`src/rtl/dm_access_unit.sv`:
```
// Load/store front end for a word-addressed synchronous data memory.
// Sub-word stores are read-modify-write; sub-word loads are sign/zero extended.
module dm_access_unit #(
  parameter int unsigned ADDR_W = 5,
  parameter int unsigned DATA_W = 32
) (
  input  logic              clk,
  input  logic              rst_n,
  input  logic              req_valid,
  output logic              req_ready,
  input  logic              req_we,
  input  logic [1:0]        req_size,
  input  logic              req_signed,
  input  logic [31:0]       req_addr,
  input  logic [DATA_W-1:0] req_wdata,
  output logic              resp_valid,
  output logic [DATA_W-1:0] resp_rdata,
  output logic              resp_err,
  output logic              dm_r,
  output logic              dm_w,
  output logic [ADDR_W-1:0] dm_addr,
  output logic [DATA_W-1:0] dm_wdata,
  input  logic [DATA_W-1:0] dm_rdata
);

  typedef enum logic [2:0] {StIdle, StRd, StCap, StWr, StErr} state_e;

  state_e state_q, state_d;

  logic              we_q;
  logic [1:0]        size_q;
  logic              signed_q;
  logic [1:0]        off_q;
  logic [ADDR_W-1:0] waddr_q;
  logic [DATA_W-1:0] wdata_q;

  logic              resp_valid_q;
  logic              resp_err_q;
  logic [DATA_W-1:0] resp_rdata_q;

  logic              accept;
  logic              misaligned;
  logic [DATA_W-1:0] lane_shift;
  logic [DATA_W-1:0] load_data;
  logic [DATA_W-1:0] merged;
  logic              unused_addr;

  assign unused_addr = ^req_addr[31:ADDR_W+2];

  assign req_ready = (state_q == StIdle);
  assign accept    = req_valid & req_ready;

  always_comb begin
    misaligned = 1'b0;
    unique case (req_size)
      2'b00:   misaligned = 1'b0;
      2'b01:   misaligned = req_addr[0];
      2'b10:   misaligned = (req_addr[1:0] != 2'b00);
      default: misaligned = 1'b1;
    endcase
  end

  always_comb begin
    state_d = state_q;
    unique case (state_q)
      StIdle: begin
        if (accept) begin
          if (misaligned) begin
            state_d = StErr;
          end else if (req_we && (req_size == 2'b10)) begin
            state_d = StWr;
          end else begin
            state_d = StRd;
          end
        end
      end
      StRd:    state_d = StCap;
      StCap:   state_d = StIdle;
      StWr:    state_d = StIdle;
      StErr:   state_d = StIdle;
      default: state_d = StIdle;
    endcase
  end

  // Lane extraction for loads and lane replacement for sub-word stores.
  always_comb begin
    lane_shift = dm_rdata >> {off_q, 3'b000};
    load_data  = dm_rdata;
    merged     = dm_rdata;
    unique case (size_q)
      2'b00: begin
        load_data = {{(DATA_W-8){signed_q & lane_shift[7]}}, lane_shift[7:0]};
        merged[{off_q, 3'b000} +: 8] = wdata_q[7:0];
      end
      2'b01: begin
        load_data = {{(DATA_W-16){signed_q & lane_shift[15]}}, lane_shift[15:0]};
        merged[{off_q[1], 4'b0000} +: 16] = wdata_q[15:0];
      end
      default: begin
        load_data = dm_rdata;
        merged    = wdata_q;
      end
    endcase
  end

  assign dm_r    = (state_q == StRd);
  assign dm_w    = (state_q == StWr) || ((state_q == StCap) && we_q);
  assign dm_addr = waddr_q;

  always_comb begin
    dm_wdata = '0;
    if (state_q == StWr) begin
      dm_wdata = wdata_q;
    end else if ((state_q == StCap) && we_q) begin
      dm_wdata = merged;
    end
  end

  always_ff @(posedge clk or negedge rst_n) begin
    if (!rst_n) begin
      state_q      <= StIdle;
      we_q         <= 1'b0;
      size_q       <= 2'b00;
      signed_q     <= 1'b0;
      off_q        <= 2'b00;
      waddr_q      <= '0;
      wdata_q      <= '0;
      resp_valid_q <= 1'b0;
      resp_err_q   <= 1'b0;
      resp_rdata_q <= '0;
    end else begin
      state_q      <= state_d;
      resp_valid_q <= (state_q == StCap) || (state_q == StWr) || (state_q == StErr);
      resp_err_q   <= (state_q == StErr);
      resp_rdata_q <= ((state_q == StCap) && !we_q) ? load_data : '0;
      if (accept) begin
        we_q     <= req_we;
        size_q   <= req_size;
        signed_q <= req_signed;
        off_q    <= req_addr[1:0];
        waddr_q  <= req_addr[ADDR_W+1:2];
        wdata_q  <= req_wdata;
      end
    end
  end

  assign resp_valid = resp_valid_q;
  assign resp_err   = resp_err_q;
  assign resp_rdata = resp_rdata_q;

endmodule

```
`config.mk`:
```
export PLATFORM = sky130hd
export DESIGN_NAME = dm_access_unit
export DESIGN_NICKNAME = d
export VERILOG_FILES = /design/src/rtl/dm_access_unit.sv
export SDC_FILE = /design/constraint.sdc
export NUM_CORES = 1
export LEC_CHECK = 0
export BUFFER_PORTS_ARGS = -buffer_cell sky130_fd_sc_hd__buf_2
export CORE_MARGIN = 8
export CORE_UTILIZATION = 40
export CTS_BUF_LIST = sky130_fd_sc_hd__clkbuf_4
export CTS_CLUSTER_DIAMETER = 40
export DETAILED_ROUTE_END_ITERATION = 10
export PLACE_DENSITY_LB_ADDON = 0.15
export SYNTH_ARGS = -nofsm -noshare
export SYNTH_HDL_FRONTEND = slang
export SYNTH_SLANG_ARGS = --single-unit
```
`constraint.sdc`:
```
create_clock -name clk -period 6.6 [get_ports clk]
set_clock_uncertainty 0.05 [all_clocks]
set_input_delay 0.66 -clock clk [delete_from_list [all_inputs] [get_ports clk]]
set_output_delay 0.66 -clock clk [all_outputs]
set_load 0.01 [all_outputs]
```
==> run metrics, run 1 <==
status=complete, no violations; Max FO, Critical Path=26; first-pass GRT wire length=between 20,000 and 30,000 µm; CTS Sinks=80; CTS Buffer Depth=2; Slew Limit Fails=0; total power=roughly 0.0016 W; Area contributors post-synth=dfrtp_1, nand2_1, a21o_1, nor2b_1, mux2i_1; WS Path Type=reg -> out; Vias/cell=about 5.7; final net count=between 800 and 900; Pre-antenna DRT Iters=5; Hold WC Path Type=in -> async; fmax=227 MHz; pwr dens=between 200 and 300 mW/mm²; Skew-Pair Late Insertion Delay=approximately 0.46 ns; I/O Buffers=151; Crit path arrival time=~3.7 ns; crit path from=off_q[0]$_DFFE_PN0P_; Leakage=3.30 nW; worst path bufs/invs=2; CP Depth=7; initial antenna violation count=1; EDFF count, synth=0; Routability Congestion=slightly below 0.9; CP Capture Point=dm_wdata[18]; Primary FF master, synth=dfrtp_1; reg2reg end=resp_rdata[23]$_DFF_PN0_; clock slew at reported path FFs=approximately 0.13 ns; Routed WL per cell=approximately 20 µm; Setup Viol. Count Final=0; R2R Setup Slk=between 3 and 4 ns; cts hold-fix bufs=0; vias in the first global route=slightly above 5,000; RSZ-0062 raised after global routing=false; crit path cell chain=inv_1 > ha_1 > nor2b_1 > a31oi_1 > o22ai_1 > a21o_1 > buf_2; startpoint types=flip-flop; cells on worst reg2reg path=3; post-layout util=48.0%; Chip Width=around 130 µm; max_cap viols=0; Fin. Hold Viols=0; Setup TNS=0 ns; fin cells=898; worst-margin pin slew=about 1.2 ns; IO Count=~180; CTS tree=yes; Final ANT Viol Nets=0; slowest cell delay on critical path=around 1.2 ns; largest net degree at the start of global routing=between 80 and 90; Hold WS=around 0.31 ns; TritonCTS Buffers=9; top-area cell type share of the netlist area=39.7%; cell count after synthesis=between 600 and 700; Mapped Nets=709; Ys Warns=0; sequential cell area fraction in the yosys report=a little under 40%; post_cts resized=0; global route total overflow=0; DRT iter0 DRCs=around 480; Tot GR Track Use=21.2%; fin crit share=~67%; Placed Cells=~880; number of distinct library cells after synthesis=42; leading cell type in the layout, fill and taps excluded=buf_2; Slew headroom=a little under a fifth; core area=0.0125 mm²; Cell Area, Synth=between 0.005 and 0.006 mm²; Initial Util=40.5%; slowest CP cell=dfrtp_1; drc violations=0; minimum clock period=around 4.4 ns; async set or reset register ratio after synthesis=between 90% and 100%; H-tree depth=3; Core Rows=41; final wirelength=17,700 µm; Top Family by Delay on Critical Path=flip-flops; Setup Fix Bufs, Post-CTS=0; Avg Cell Area, Syn=~8.4 µm²; Area Growth Syn to Fin=18.5%; Final HPWL DP=~13,000 µm; Peak supply drop=about 0.00010 V; flops & latches, synth=80; cell taking the most area after synthesis=dfrtp_1; DIE AREA=about 0.016 mm²; height of the die=128 µm; commonest cells after routing, fill and taps aside=buf_2, nand2_1, dfrtp_1; DR vias=5,121; Root Driver=clkbuf_4; Required @ worst endpoint=between 5 and 6 ns; CP endpoint kind=output pin; R2R Path Start=size_q[1]$_DFFE_PN0P_; share of cells above drive strength 1=about a quarter
## logic make-up (layout without fill, tap and decap cells)
logic type / Yosys count / count (layout) / synth area share [%]
other: 0 / 1 / 0
AND/OR/NAND/NOR: 248 / 248 / 23.0
adder cells (fa/ha/maj): 5 / 5 / 1.24
multiplexers: 33 / 33 / 6.82
buffers and inverters: 53 / 177 / 4.54
AO/OA/AOI/OAI: 182 / 182 / 24.7
flip-flops: 80 / 80 / 39.7
## worst reg2reg max path, delay by kind of cell, from the launching register on
family	cells	cell delay, ns
simple gates	1	1.12
compound gates	1	0.24
buf+inv	1	0.88
flops	1	0.94
## registers in the layout, summed over array words and instances, names as in the netlist, 2 cells and up
signal	flops
dm_addr	5
off_q	2
resp_rdata	32
size_q	2
state_q	3
wdata_q	32
## routing by layer
layer | routed length (µm) | up-vias | track usage, %
li1 | - | 2375 | -
met1 | 7380 | 2450 | 27.0
met2 | 7990 | 249 | 32.4
met3 | 1610 | 47 | 5.16
met4 | 719 | 0 | 11.7
met5 | 0 | - | 0
## cells in the mapped netlist (8+ instances only)
cell,instances
mux2i_1,25
o221ai_1,9
o21ai_0,19
nor3_1,9
a22oi_1,8
a21oi_1,22
nor2b_1,43
clkbuf_1,36
nor2_1,23
a31oi_1,23
nor3b_1,9
a21o_1,38
a22o_1,8
dfrtp_1,80
o22ai_1,30
nand2_1,145
## metrics by stage
step | instance area, µm² | setup slack [ns]
final | 5980 | 2.20
after floorplan | 5050 | 3.51
after global routing | 5980 | 2.02
after detailed placement | 5850 | 2.83
after CTS | 5980 | 2.29
after global placement | 5850 | 2.90
## worst min-delay path by stage
stage,from,end,slack (ns)
2_1_floorplan,rst_n,dm_addr[0]$_DFFE_PN0P_,0.31
3_3_place_gp,dm_addr[2]$_DFFE_PN0P_,dm_addr[2]$_DFFE_PN0P_,0.41
3_5_place_dp,dm_addr[2]$_DFFE_PN0P_,dm_addr[2]$_DFFE_PN0P_,0.41
4_1_cts,req_wdata[18],wdata_q[18]$_DFFE_PN0P_,0.29
5_1_grt,req_wdata[22],wdata_q[22]$_DFFE_PN0P_,0.32
6_report,rst_n,resp_rdata[20]$_DFF_PN0_,0.31
## layout make-up
cell class | count | area [µm²]
antenna | 1 | 2.50
clock buffer | 9 | 67.6
clock inverter | 7 | 62.6
fill | 1272 | 6490
inverter | 5 | 18.8
multi-input combinational | 468 | 2820
sequential | 80 | 2000
tap | 172 | 215
timing repair buffer | 156 | 796
## power by group
group | switching (W) | internal (W) | total, W | leakage (nW)
logic | 0.000361 | 0.000236 | 0.000597 | 2.19
clock network | 0.000175 | 0.000111 | 0.000286 | 0.0668
registers | 0.000108 | 0.000562 | 0.000670 | 1.04
total | 0.000644 | 0.000910 | 0.00155 | 3.30
Note: power is estimated with default switching activity, not from simulation.
==> inputs of run 2 (changes only) <==
ABC_AREA = 1   (was unset)
clock period = 3.8 ns   (was 6.6 ns; I/O delays follow)
==> run 2 against run 1 <==
Total power grew 89%; via count grew 4.7%; synthesized cell count grew 19%; synthesized area grew 3.4%; hold slack lost 0.27 ns; combinational power grew 110%; non-clock buffer count up 3.
==> run metrics, run 2 <==
status=complete, no violations; async set or reset register ratio after synthesis=100%; EDFF count, synth=0; cell count after synthesis=approximately 700; Vias/cell=5.29; Placed Cells=approximately 1,000; Top Family by Delay on Critical Path=buffers and inverters; Chip Width=around 130 µm; Mapped Nets=about 820; vias in the first global route=~5,400; sequential cell area fraction in the yosys report=between 30% and 40%; slowest cell delay on critical path=about 0.38 ns; clock slew at reported path FFs=about 0.12 ns; fin crit share=between 80 and 90%; cell taking the most area after synthesis=dfrtp_1; number of distinct library cells after synthesis=31; core area=around 0.013 mm²; Commonest cells post-synth=nand2_1, dfrtp_1, a21oi_1; height of the die=~130 µm; initial antenna violation count=0; slowest CP cell=dfrtp_1; DIE AREA=around 0.017 mm²; startpoint types=flip-flop; IO Count=177; Crit path arrival time=roughly 2.7 ns; Final ANT Viol Nets=0; CTS Sinks=80; Pre-antenna DRT Iters=5; Slew Limit Fails=0; Hold WC Path Type=in -> async; fin cells=between 1,000 and 1,500; most used cell, CP=nand2_1; Reg area=roughly 0.0020 mm²; worst-margin pin slew=between 1 and 1.5 ns; WS Path Type=reg -> out; routing usage on met1=about 28%; Required @ worst endpoint=3.37 ns; final net count=945; Final HPWL DP=approximately 13,000 µm; Primary FF master, synth=dfrtp_1; largest net degree at the start of global routing=around 80; leading cell type in the layout, fill and taps excluded=nand2_1; TritonCTS Buffers=9; DR vias=roughly 5,400; worst path bufs/invs=4; Global Route met3 Usage=under 10%; minimum clock period=approximately 3 ns; GR peak layer=met2; Routability Congestion=roughly 0.89; Skew-Pair Late Insertion Delay=~0.45 ns; Initial Util=between 40% and 50%; CTS Buffer Depth=2; Ant. Diodes=0; crit path cell chain=inv_2 > buf_4 > ha_1 > inv_1 > nand3_1 > o21ai_0 > nand2_1 > nand3_1 > nand2_1 > nand2_1 > buf_2; post_cts resized=0; Core Rows=slightly above 40; Fin. Hold Viols=0; Max FO, Critical Path=24; max_cap viols=0; commonest cells after routing, fill and taps aside=nand2_1, buf_2, dfrtp_1; Leakage=approximately 3.2 nW; Area contributors post-synth=dfrtp_1, nand2_1, a21oi_1, o21ai_0, mux2_2; RSZ-0062 raised after global routing=false; cts hold-fix bufs=0; DRT iter0 DRCs=404; global route total overflow=0; Tot GR Track Use=between 20% and 30%; Ys Warns=0; CTS tree=yes; Setup Fix Bufs, Post-CTS=0; first-pass GRT wire length=27,900 µm; Setup Viol. Count Final=0; drc violations=0; CP endpoint kind=output pin; multi-input combinational cell area=0.00270 mm²; final wirelength=17,600 µm; post-layout util=about half; count leader, synth=nand2_1; Layout fillers=around 1,300; Setup TNS=0 ns; Routed WL per cell=17.4 µm; fmax=approximately 320 MHz; Peak supply drop=between 0.0002 and 0.0003 V; I/O Buffers=approximately 150; top-area cell type share of the netlist area=38.4%; flops & latches, synth=80; Root Driver=clkbuf_4; share of cells above drive strength 1=a little over a quarter; Cell Area, Synth=roughly 0.0052 mm²; Slew headroom=a little over a fifth; met2 global-route usage=around 32%; Avg Cell Area, Syn=roughly 7.3 µm²; H-tree depth=3; Area Growth Syn to Fin=16.6%; pwr dens=around 480 mW/mm²
run 2: cell count changes after synthesis, sizes merged, moves of 23 or more:
| cell | delta |
|---|---|
| a21o | -38 |
| a21oi | +57 |
| a31oi | -23 |
| inv | +53 |
| mux2i | -25 |
| nand3 | +53 |
| nor2 | +60 |
| nor2b | -43 |
| o21ai | +68 |
| o22ai | -29 |
run 2: final timing paths:
path	to	cells past startpoint	slack, ns	start
min in group clk	wdata_q[20]$_DFFE_PN0P_	2	0.08	req_wdata[20]
hold / removal	resp_rdata[1]$_DFF_PN0_	1	0.04	rst_n
hold reg to reg	dm_addr[2]$_DFFE_PN0P_	1	0.46	dm_addr[2]$_DFFE_PN0P_
max in group asynchronous	resp_rdata[19]$_DFF_PN0_	1	3.03	rst_n
setup reg to reg	size_q[0]$_DFFE_PN0P_	6	1.66	state_q[1]$_DFFE_PN0P_
setup / recovery	dm_wdata[8]	11	0.71	off_q[1]$_DFFE_PN0P_
run 2: power by group:
group | internal (W) | switching, W | leakage (nW)
sequential | 0.000983 | 0.000155 | 1.01
clock | 0.000220 | 0.000292 | 0.0774
combinational | 0.000441 | 0.000843 | 2.16
total | 0.00164 | 0.00129 | 3.24
run 2: final cells by class:
cell class,count,area share (%)
Clock buffer,12,1.48
Sequential cell,80,32.9
Multi-Input combinational cell,530,44.3
Tap cell,172,3.54
Clock inverter,3,0.720
Timing Repair Buffer,159,13.5
Inverter,57,3.60
run 2: metal layers:
metal  routed length [µm]  vias up
li1                     -     2615
met1                 7610     2450
met2                 7690      253
met3                 1730       43
met4                  615        0
met5                    0        -
run 2: through the flow:
step | setup slack (ns) | power [W] | hold slack, ns | cell area [µm²]
finish | 0.714 | 0.00294 | 0.0379 | 6080
global route | 0.484 | 0.00316 | 0.0548 | 6080
CTS | 0.699 | 0.00295 | 0.0407 | 6080
detailed placement | 1.23 | 0.00243 | 0.440 | 5950
global placement | 1.24 | 0.00241 | 0.434 | 5950
floorplan | 1.44 | 0.00207 | 0.0344 | 5220
run 2: logic make-up after synthesis:
group	synth area share, %
buf+inv	10.0
compound gates	19.4
flops	38.4
simple gates	24.7
fa+ha+maj	1.20
mux	6.26
==> inputs of run 3 (changes only) <==
clock period = 3.2 ns   (was 3.8 ns; I/O delays follow)
==> run 3 against run 2 <==
Final area up 3.9%; clock power up 18%; non-clock buffer count up 23; critical path type unchanged; clock-buffer cell count down 2; critical endpoint is now dm_wdata[14].
==> run metrics, run 3 (synthesis gave the netlist of run 2 again) <==
Slew Limit Fails=0; Routed WL per cell=between 15 and 20 µm; final instance area=0.00632 mm²; Placed Area=slightly below 0.006 mm²; Hold WS=0.0371 ns; Leakage=about 3.3 nW; largest net degree at the start of global routing=81; Crit path arrival time=2.55 ns; Sequential Power Share=38.5%; DR vias=5,436; Pre-antenna DRT Iters=5; setup slack after layout=about 0.28 ns; Fin. Hold Viols=0; DIE AREA=0.0170 mm²; Root Driver=clkbuf_4; multi-input combinational cell area=roughly 0.0027 mm²; sw power=approximately 0.0016 W; initial antenna violation count=0; max_cap viols=0; Area Growth Syn to Fin=21.2%; Final ANT Viol Nets=0; I/O Buffers=roughly 150; CTS Buffer Depth=2; leading cell type in the layout, fill and taps excluded=nand2_1; DRT iter0 DRCs=about 450; Vias/cell=~5.2; final net count=approximately 970; global route total overflow=0; Final HPWL DP=approximately 14,000 µm; commonest cells after routing, fill and taps aside=nand2_1, buf_2, dfrtp_1; first-pass GRT wire length=around 29,000 µm; Post-Place Worst Slack=0.709 ns; startpoint types=flip-flop; Max FO, Critical Path=36; vias in the first global route=~5,400; Chip Width=approximately 130 µm; Skew-Pair Late Insertion Delay=around 0.47 ns; Routability Congestion=0.857; Peak supply drop=roughly 0.00026 V; height of the die=approximately 130 µm; CP Capture Point=dm_wdata[14]; Hold WC Path Type=in -> reg; fmax=approximately 340 MHz; post-layout util=between 40 and 50%; status=complete, no violations; crit path from=size_q[1]$_DFFE_PN0P_; Clk pwr share=17.2%; R2R Setup Slk=~1.2 ns; fin crit share=about nine tenths; Core Rows=41; Initial Util=~40%; Setup TNS=0 ns; Net Sw Frac=between 40% and 50%; CP endpoint kind=output pin; drc violations=0; Internal Power=0.00195 W; Required @ worst endpoint=approximately 2.8 ns; Slew headroom=approximately a third; CTS Sinks=80; CTS tree=yes; Setup Viol. Count Final=0; clock slew at reported path FFs=roughly 0.13 ns; combinational power share=44.3%; Layout fillers=about 1,300; Tot GR Track Use=22.0%; cells on worst reg2reg path=7; Reg area=~0.0020 mm²; pwr dens=~560 mW/mm²; IO Count=177; worst-margin pin slew=between 0.9 and 1 ns; core area=0.0127 mm²; share of cells above drive strength 1=a little over a quarter; reg2reg end=wdata_q[15]$_DFFE_PN0P_; final wirelength=~18,000 µm; WS Path Type=reg -> out; H-tree depth=3; RSZ-0062 raised after global routing=false; R2R Path Start=state_q[1]$_DFFE_PN0P_; Ant. Diodes=0; minimum clock period=between 2 and 3 ns; TritonCTS Buffers=9
[run 3: critical path: stages, from the launching register on]
cell     delay, ns
dfrtp_1       0.53
inv_2         0.49
nand2_1       0.51
nand2_1       0.17
nand3_1       0.11
nand2_1       0.08
nand2_1       0.06
buf_2         0.14
[run 3: timing repair]
action | 4_1_cts | 5_1_grt
resized for setup | 0 | 2
endpoints found under the hold margin | 102 | 0
setup endpoints to repair | 0 | 3
buffers inserted | 0 | 0
hold buffers | 23 | 0
[run 3: worst min path at each step]
stage,slack [ns],start,to,cells past startpoint
after floorplan,-0.03,rst_n,dm_addr[0]$_DFFE_PN0P_,0
after CTS,0.003,req_wdata[30],wdata_q[30]$_DFFE_PN0P_,2
final,0.04,req_addr[5],dm_addr[3]$_DFFE_PN0P_,2
after detailed placement,0.45,dm_addr[0]$_DFFE_PN0P_,dm_addr[0]$_DFFE_PN0P_,1
after global placement,0.43,dm_addr[2]$_DFFE_PN0P_,dm_addr[2]$_DFFE_PN0P_,1
after global routing,0.01,req_wdata[25],wdata_q[25]$_DFFE_PN0P_,2
[run 3: stage by stage]
| step | total power (W) | std cells |
|---|---|---|
| after CTS | 0.00353 | 1037 |
| after global placement | 0.00288 | 998 |
| after detailed placement | 0.00290 | 998 |
| final | 0.00352 | 1037 |
| after global routing | 0.00378 | 1037 |
| after floorplan | 0.00245 | 713 |
[run 3: routing by layer]
layer | GRT usage, % | vias to the layer above | routed length (µm)
li1 | - | 2662 | -
met1 | 28.8 | 2537 | 8080
met2 | 35.1 | 208 | 8330
met3 | 3.75 | 29 | 1360
met4 | 9.43 | 0 | 474
met5 | 0 | - | 0
[run 3: cell type report]
cell class,count,share of cell area [%]
Multi-Input combinational cell,530,42.7
Timing Repair Buffer,182,16.6
Clock buffer,10,1.19
Clock inverter,6,0.950
Inverter,57,3.46
Tap cell,172,3.40
Sequential cell,80,31.7
[run 3: power by group through the flow]
stage	clock [W]	combinational (W)	sequential, W
global placement	0	0.00151	0.00137
finish	0.000606	0.00156	0.00136
floorplan	0	0.00115	0.00131
detailed placement	0	0.00152	0.00137
CTS	0.000629	0.00155	0.00135
global route	0.000659	0.00174	0.00138
